$ cat src/rtl/rr_arbiter_4.sv
// Four-requester round-robin arbiter with hold-until-release grants and registered one-hot output.
// Optional forced release after MAX_HOLD cycles is built when ARB_TIMEOUT_EN is defined.
module rr_arbiter_4 #(
    parameter int unsigned MAX_HOLD = 16
) (
    input  logic       clk,
    input  logic       rst_n,
    input  logic       en,
    input  logic [3:0] req,
    input  logic       done,
    output logic [3:0] gnt,
    output logic [1:0] gnt_idx,
    output logic       gnt_valid,
    output logic       timeout
);

    localparam int unsigned N_REQ = 4;
    localparam int unsigned IDX_W = 2;

    if (MAX_HOLD == 0 || MAX_HOLD > 255) begin : g_bad_max_hold
        $error("rr_arbiter_4: MAX_HOLD must be within 1..255");
    end

    typedef enum logic {
        IDLE = 1'b0,
        BUSY = 1'b1
    } state_e;

    state_e             state_q, state_d;
    logic [IDX_W-1:0]   last_q, last_d;
    logic [IDX_W-1:0]   gnt_idx_q, gnt_idx_d;
    logic               gnt_valid_q, gnt_valid_d;
    logic [N_REQ-1:0]   gnt_q, gnt_d;
    logic [IDX_W-1:0]   pick_idle_c, pick_rel_c;
    logic               any_req_c, owner_req_c, expire_c, release_c;

    // First requester after l in circular order l+1, l+2, l+3, l.
    function automatic logic [IDX_W-1:0] rr_pick(input logic [N_REQ-1:0] r,
                                                 input logic [IDX_W-1:0] l);
        logic [IDX_W-1:0] w;
        logic [IDX_W-1:0] c;
        logic             found;
        w     = l;
        found = 1'b0;
        for (int k = 1; k <= N_REQ; k++) begin
            c = l + IDX_W'(k);
            if (!found && r[c]) begin
                w     = c;
                found = 1'b1;
            end
        end
        return w;
    endfunction

    assign any_req_c   = |req;
    assign owner_req_c = req[gnt_idx_q];
    assign pick_idle_c = rr_pick(req, last_q);
    assign pick_rel_c  = rr_pick(req, gnt_idx_q);

`ifdef ARB_TIMEOUT_EN
    localparam logic [7:0] HOLD_LAST = 8'(MAX_HOLD - 1);

    logic [7:0] hold_cnt_q, hold_cnt_d;
    logic       timeout_q, timeout_d;
    logic       forced_c;

    assign expire_c = (hold_cnt_q == HOLD_LAST);
    // Expiry only counts as forced when no ordinary release happens in the same cycle.
    assign forced_c = expire_c & ~done & owner_req_c;
    assign timeout  = timeout_q;
`else
    assign expire_c = 1'b0;
    assign timeout  = 1'b0;
`endif

    assign release_c = done | ~owner_req_c | expire_c;

    always_comb begin
        state_d     = state_q;
        last_d      = last_q;
        gnt_idx_d   = gnt_idx_q;
        gnt_valid_d = gnt_valid_q;
`ifdef ARB_TIMEOUT_EN
        hold_cnt_d  = hold_cnt_q;
        timeout_d   = 1'b0;
`endif
        case (state_q)
            IDLE: begin
                gnt_valid_d = 1'b0;
                gnt_idx_d   = '0;
                if (en && any_req_c) begin
                    state_d     = BUSY;
                    gnt_idx_d   = pick_idle_c;
                    gnt_valid_d = 1'b1;
`ifdef ARB_TIMEOUT_EN
                    hold_cnt_d  = '0;
`endif
                end
            end
            BUSY: begin
                if (release_c) begin
                    // Releasing owner becomes lowest priority for the same-edge re-arbitration.
                    last_d = gnt_idx_q;
`ifdef ARB_TIMEOUT_EN
                    timeout_d = forced_c;
`endif
                    if (en && any_req_c) begin
                        gnt_idx_d   = pick_rel_c;
                        gnt_valid_d = 1'b1;
`ifdef ARB_TIMEOUT_EN
                        hold_cnt_d  = '0;
`endif
                    end else begin
                        state_d     = IDLE;
                        gnt_idx_d   = '0;
                        gnt_valid_d = 1'b0;
                    end
                end else begin
`ifdef ARB_TIMEOUT_EN
                    hold_cnt_d = hold_cnt_q + 8'd1;
`endif
                end
            end
            default: begin
                state_d     = IDLE;
                gnt_idx_d   = '0;
                gnt_valid_d = 1'b0;
            end
        endcase
        gnt_d = gnt_valid_d ? (N_REQ'(1) << gnt_idx_d) : '0;
    end

    always_ff @(posedge clk or negedge rst_n) begin
        if (!rst_n) begin
            state_q     <= IDLE;
            last_q      <= 2'd3;
            gnt_idx_q   <= '0;
            gnt_valid_q <= 1'b0;
            gnt_q       <= '0;
        end else begin
            state_q     <= state_d;
            last_q      <= last_d;
            gnt_idx_q   <= gnt_idx_d;
            gnt_valid_q <= gnt_valid_d;
            gnt_q       <= gnt_d;
        end
    end

`ifdef ARB_TIMEOUT_EN
    always_ff @(posedge clk or negedge rst_n) begin
        if (!rst_n) begin
            hold_cnt_q <= '0;
            timeout_q  <= 1'b0;
        end else begin
            hold_cnt_q <= hold_cnt_d;
            timeout_q  <= timeout_d;
        end
    end
`endif

    assign gnt       = gnt_q;
    assign gnt_idx   = gnt_idx_q;
    assign gnt_valid = gnt_valid_q;

endmodule

$ cat config.mk
export PLATFORM = sky130hd
export DESIGN_NAME = rr_arbiter_4
export DESIGN_NICKNAME = d
export VERILOG_FILES = /design/src/rtl/rr_arbiter_4.sv
export SDC_FILE = /design/constraint.sdc
export NUM_CORES = 1
export LEC_CHECK = 0
export CAP_MARGIN = 25
export CELL_PAD_IN_SITES_DETAIL_PLACEMENT = 0
export CELL_PAD_IN_SITES_GLOBAL_PLACEMENT = 2
export CORE_MARGIN = 5
export CORE_UTILIZATION = 31
export CTS_BUF_LIST = sky130_fd_sc_hd__clkbuf_4 sky130_fd_sc_hd__clkbuf_8
export DETAILED_ROUTE_END_ITERATION = 7
export PLACE_DENSITY_LB_ADDON = 0.05
export SETUP_SLACK_MARGIN = 0.1
export SLEW_MARGIN = 30
export SYNTH_ARGS = -nofsm -noshare
export SYNTH_HDL_FRONTEND = slang
export SYNTH_SLANG_ARGS = --single-unit
export TNS_END_PERCENT = 50
$ cat constraint.sdc
create_clock -name clk -period 2.4 [get_ports clk]
set_input_delay 0.48 -clock clk [delete_from_list [all_inputs] [get_ports clk]]
set_output_delay 0.48 -clock clk [all_outputs]
set_load 0.005 [all_outputs]
After elaboration in Yosys (flattened, before gate mapping)
Index checks and enable logic that the tools add are counted.
W data, S select, Z words.
{"block": "totals", "word_cells": 78, "in_bits": 8, "register_bits": 10}
{"block": "op_classes", "magnitude_cmp": 8, "n_reduce_logical": 15, "add_sub_neg": 6, "shifts": 1, "muxes": 40, "bitwise": 3}
{"cell": "$lt A2 B3 Y1 const B", "n": 8}
{"cell": "$mux W2", "n": 11}
{"cell": "$mux W1", "n": 17}
{"cell": "$bmux W1 S2", "n": 8}
{"cell": "$add A2 B2 Y2 const B", "n": 4}
{"cell": "$logic_and A1 B1 Y1", "n": 7}
{"cell": "$logic_not A1 Y1", "n": 6}
{"cell": "$add A2 B1 Y2 const B", "n": 2}
{"cell": "$mux W4", "n": 1}
{"cell": "$pmux W1 S2", "n": 2}
{"cell": "$pmux W2 S2", "n": 1}
{"cell": "$reduce_or A4 Y1", "n": 1}
{"cell": "$shl A1 B2 Y4 const A", "n": 1}
{"cell": "$not A1 Y1", "n": 2}
{"cell": "$reduce_and A2 Y1", "n": 1}
{"cell": "$or A1 B1 Y1", "n": 1}

Longest topological paths before layout
{"block": "depth", "depth_word": 18, "depth_mapped": 6}

Worst setup path before layout
No wires, ideal clock.
{"block": "synth_timing", "kind": "input -> register", "startpoint": "input req[3]", "endpoint": "register gnt_q[1] (netlist: gnt[1])", "cell_stages": 5, "slack_ns": 0.469, "setup_time_ns": 0.095, "required_ns": 2.305, "n_path_buf": 0, "arrival_ns": 1.836, "cell_sequence": "mux4_2 and2_4 o41ai_4 a21oi_2 nor4b_2"}
{"block": "synth_via", "elab_chain_cells": 17, "elab_cells_between_ends": 55}
{"item": "start, declared", "line_no": "9", "rtl": "input logic [3:0] req,"}
{"item": "$bmux W1 S2", "line_no": "47", "rtl": "if (!found && r[c]) begin"}
{"item": "$mux W1 (not written as such)", "line_no": "47"}
{"item": "$mux W1", "line_no": "47"}
{"item": "$logic_not A1 Y1", "line_no": "47"}
{"item": "$logic_and A1 B1 Y1", "line_no": "47"}
{"item": "$mux W1", "line_no": "47"}
{"item": "$logic_not A1 Y1", "line_no": "47"}
{"item": "$logic_and A1 B1 Y1", "line_no": "47"}
{"item": "[2 not listed]"}
{"item": "$logic_and A1 B1 Y1", "line_no": "47"}
{"item": "$mux W2", "line_no": "47"}
{"item": "$mux W2", "line_no": "107", "rtl": "if (en && any_req_c) begin"}
{"item": "$mux W2", "line_no": "101", "rtl": "if (release_c) begin"}
{"item": "$pmux W2 S2", "line_no": "87", "rtl": "case (state_q)"}
{"item": "$shl A1 B2 Y4", "line_no": "130", "rtl": "gnt_d = gnt_valid_d ? (N_REQ'(1) << gnt_idx_d) : '0;"}
{"item": "$mux W4 *", "line_no": "130"}
{"item": "via gnt_d[1]", "line_no": "33", "rtl": "logic [N_REQ-1:0] gnt_q, gnt_d;"}
{"item": "end signal, assigned", "line_no": "145", "rtl": "gnt_q <= gnt_d;"}
{"item": "end, declared", "line_no": "33"}
The timed path passes the listed nets; every way through them passes the cells marked *. The select of a mux whose other input is x is not followed.
A chain may end at the register's enable or synchronous reset.

Worst setup path after layout
{"block": "layout_timing", "startpoint": "input req[1]", "endpoint": "register gnt_q[1] (netlist: gnt[1])"}
The elaborated chain is that of the path after synthesis.

==> qor.yml <==
avgSynthCellArea_um2: 9.16
slew_violations: 0
dr.pass1.iters: 4
final_layout_size_suffix_gt1_frac: 0.288
synth-edff-count: 0
crit_type: "input port to flop"
register_area_um2: 253
final_common_cell: "buf_4"
core_mm2: 0.00243
finalSetupViolations: 0
cts_sinks: 10
grtUsageTotal: 0.124
syn_nets: 93
cts_hold_buffers: 0
ant_nets: 0
ys_seq_elements: 10
clockRootBuffer: "clkbuf_4"
cts.path.max_buffers: 2
arrival_ns: 2.43
multi_input_area_um2: 477
io_buffers: 14
irDropWorstVdd_mv: 0.371
status: "complete, no violations"
die-height_um: 60.1
cp_top_family: "multiplexers"
drc_errors: 0
dieArea_mm2: 0.00361
finalWeightedCongestion: 0.851
clkTransAtPathRegs_ns: 0.07
final.setup.tns_ns: 0
fmax_mhz: 441
clkLatencyLatePin_ns: 0.26
netlist.area_leader.share: 0.257
required_ns: 2.56
slew-limit-headroom: 0.670
routed_wl_um: 1980
die_w_um: 60.1
rows: 18
syn_area_um2: 778
fin_crit_sh: 0.946
nets: 120
slowest_delay_ns: 0.52
yosysTopAreaCell: "dfrtp_1"
p_leak_nw: 0.462
hold_viol: 0
yosysSeqAreaShare: 0.325
n_antenna_cell: 0
start_util: 0.320
vias: 680
end_kind: "flop"
viasPerCell: 4.82
final_area_mm2: 0.00107
avgRoutedWirePerCell_um: 14.0
cts_tree: "done"
hp-class: "input port to asynchronous set/reset pin"
worstPathCellList: "clkdlybuf4s50_1, mux4_2, and2_4, o41ai_4, a21oi_2, nor4b_2"
crit_buf_inv: 1
async_reset_ff_frac: 1.00
grt_start_max_net_pins: 14
grt_remaining_overflow: 0
cts_buffers: 3
hpwl_um: 1550
antenna_found_initial: 0
fillers: 253
worst_pin_slew_ns: 0.489
syn2layout_area_growth_pct: 37.8
syn_inst: 85
rsz0062_at_grt: "true"
drt-initial-drc-count: 8
htreeDepth: 1
grt_pass1_vias: 723
grt_pass1_wl_um: 3380
cp-start-kind: "input port"
finalPower_mw: 0.841
ioPinCount: 16
fin_crit_ns: 2.27
synth_cell_types: 39
path_max_fanout: 3
drv_cap: 0
postPlaceCellArea_mm2: 0.00104
slowest_stage: "mux4_2"
p_per_area_mw_per_mm2: 785
final_cell_mix: "buf_4, clkdlybuf4s50_1, nand2_1, dfrtp_1"
synthFlopType: "dfrtp_1"
ys.warnings.count: 0
finalClockSkew_ns: 0.00791
netlist_top_cells_area: "dfrtp_1, dfstp_2, mux2_2"
==> final timing paths <==
path,from,to,cells past startpoint,slack [ns]
max,req[1],gnt[1],6,0.13
min,rst_n,gnt[2],1,0.53
max reg2reg,gnt_idx[0],gnt[1],5,0.36
min reg2reg,last_q[0],last_q[0],1,0.67
max in group asynchronous,rst_n,last_q[0],1,1.52
min in group clk,last_q[0],last_q[0],1,0.67
==> worst register-to-register path: cells and delay by family (launching register included) <==
kind,cells,cell delay (ns)
compound gates,2,0.49
mux,1,0.57
simple gates,2,0.49
flops,1,0.39
==> cells in the mapped netlist, types with 3 or more instances <==
cell type	count
dfrtp_1	8
nand2_1	8
a21oi_1	6
nor2b_1	5
clkbuf_1	4
inv_1	4
buf_2	3
mux2_2	3
nand2b_1	3
nor2_1	3
nor3b_1	3
o21ai_0	3
o21bai_1	3
==> cell families (layout without fill, tap and decap cells) <==
group,after synthesis,in the layout,share of synthesized area
other,1,1,0.00482
muxes,6,6,0.0981
DFF,10,10,0.325
AOI/OAI and AO/OA,28,28,0.294
buffers and inverters,12,38,0.0675
and+or+nand+nor,28,28,0.211
==> repair_timing <==
action,4_1_cts,5_1_grt
gates resized for setup,0,1
setup endpoints to repair,0,2
buffers inserted,0,0
hold endpoints to repair,0,0
==> flip-flops by register name, summed over array words and instances, names as in the netlist <==
| signal | cells |
|---|---|
| gnt | 4 |
| state_q | 1 |
| gnt_idx | 2 |
| last_q | 2 |
| gnt_valid | 1 |
==> power breakdown <==
part	switching, mW	total, mW	internal, mW
combinational	0.188	0.431	0.243
clock	0.0561	0.132	0.0754
sequential	0.0528	0.279	0.226
==> routing by layer <==
metal	wire length, µm	track usage	up-vias	share of wire
met4	13	0.0570	0	0.0066
met1	975	0.173	313	0.49
met3	54	0.00648	2	0.027
met5	0	0	-	0
li1	-	-	356	-
met2	938	0.196	9	0.47
==> layout make-up <==
| cell class | instances | area share |
|---|---|---|
| multi-input combinational | 63 | 0.445 |
| timing repair buffer | 30 | 0.243 |
| sequential | 10 | 0.236 |
| tap | 30 | 0.0350 |
| clock buffer | 4 | 0.0280 |
| inverter | 4 | 0.0140 |
==> stage by stage <==
stage                     worst slack, ns  instances  hold WS [ns]  utilization
after floorplan                     0.469         85         0.184            -
after global placement             -0.124        137         0.666        0.427
after detailed placement           -0.138        137         0.662        0.427
after CTS                           0.137        141         0.531        0.439
after global routing               0.0469        141         0.561        0.441
final                               0.131        141         0.532        0.441
Note: power is estimated with default switching activity, not from simulation.
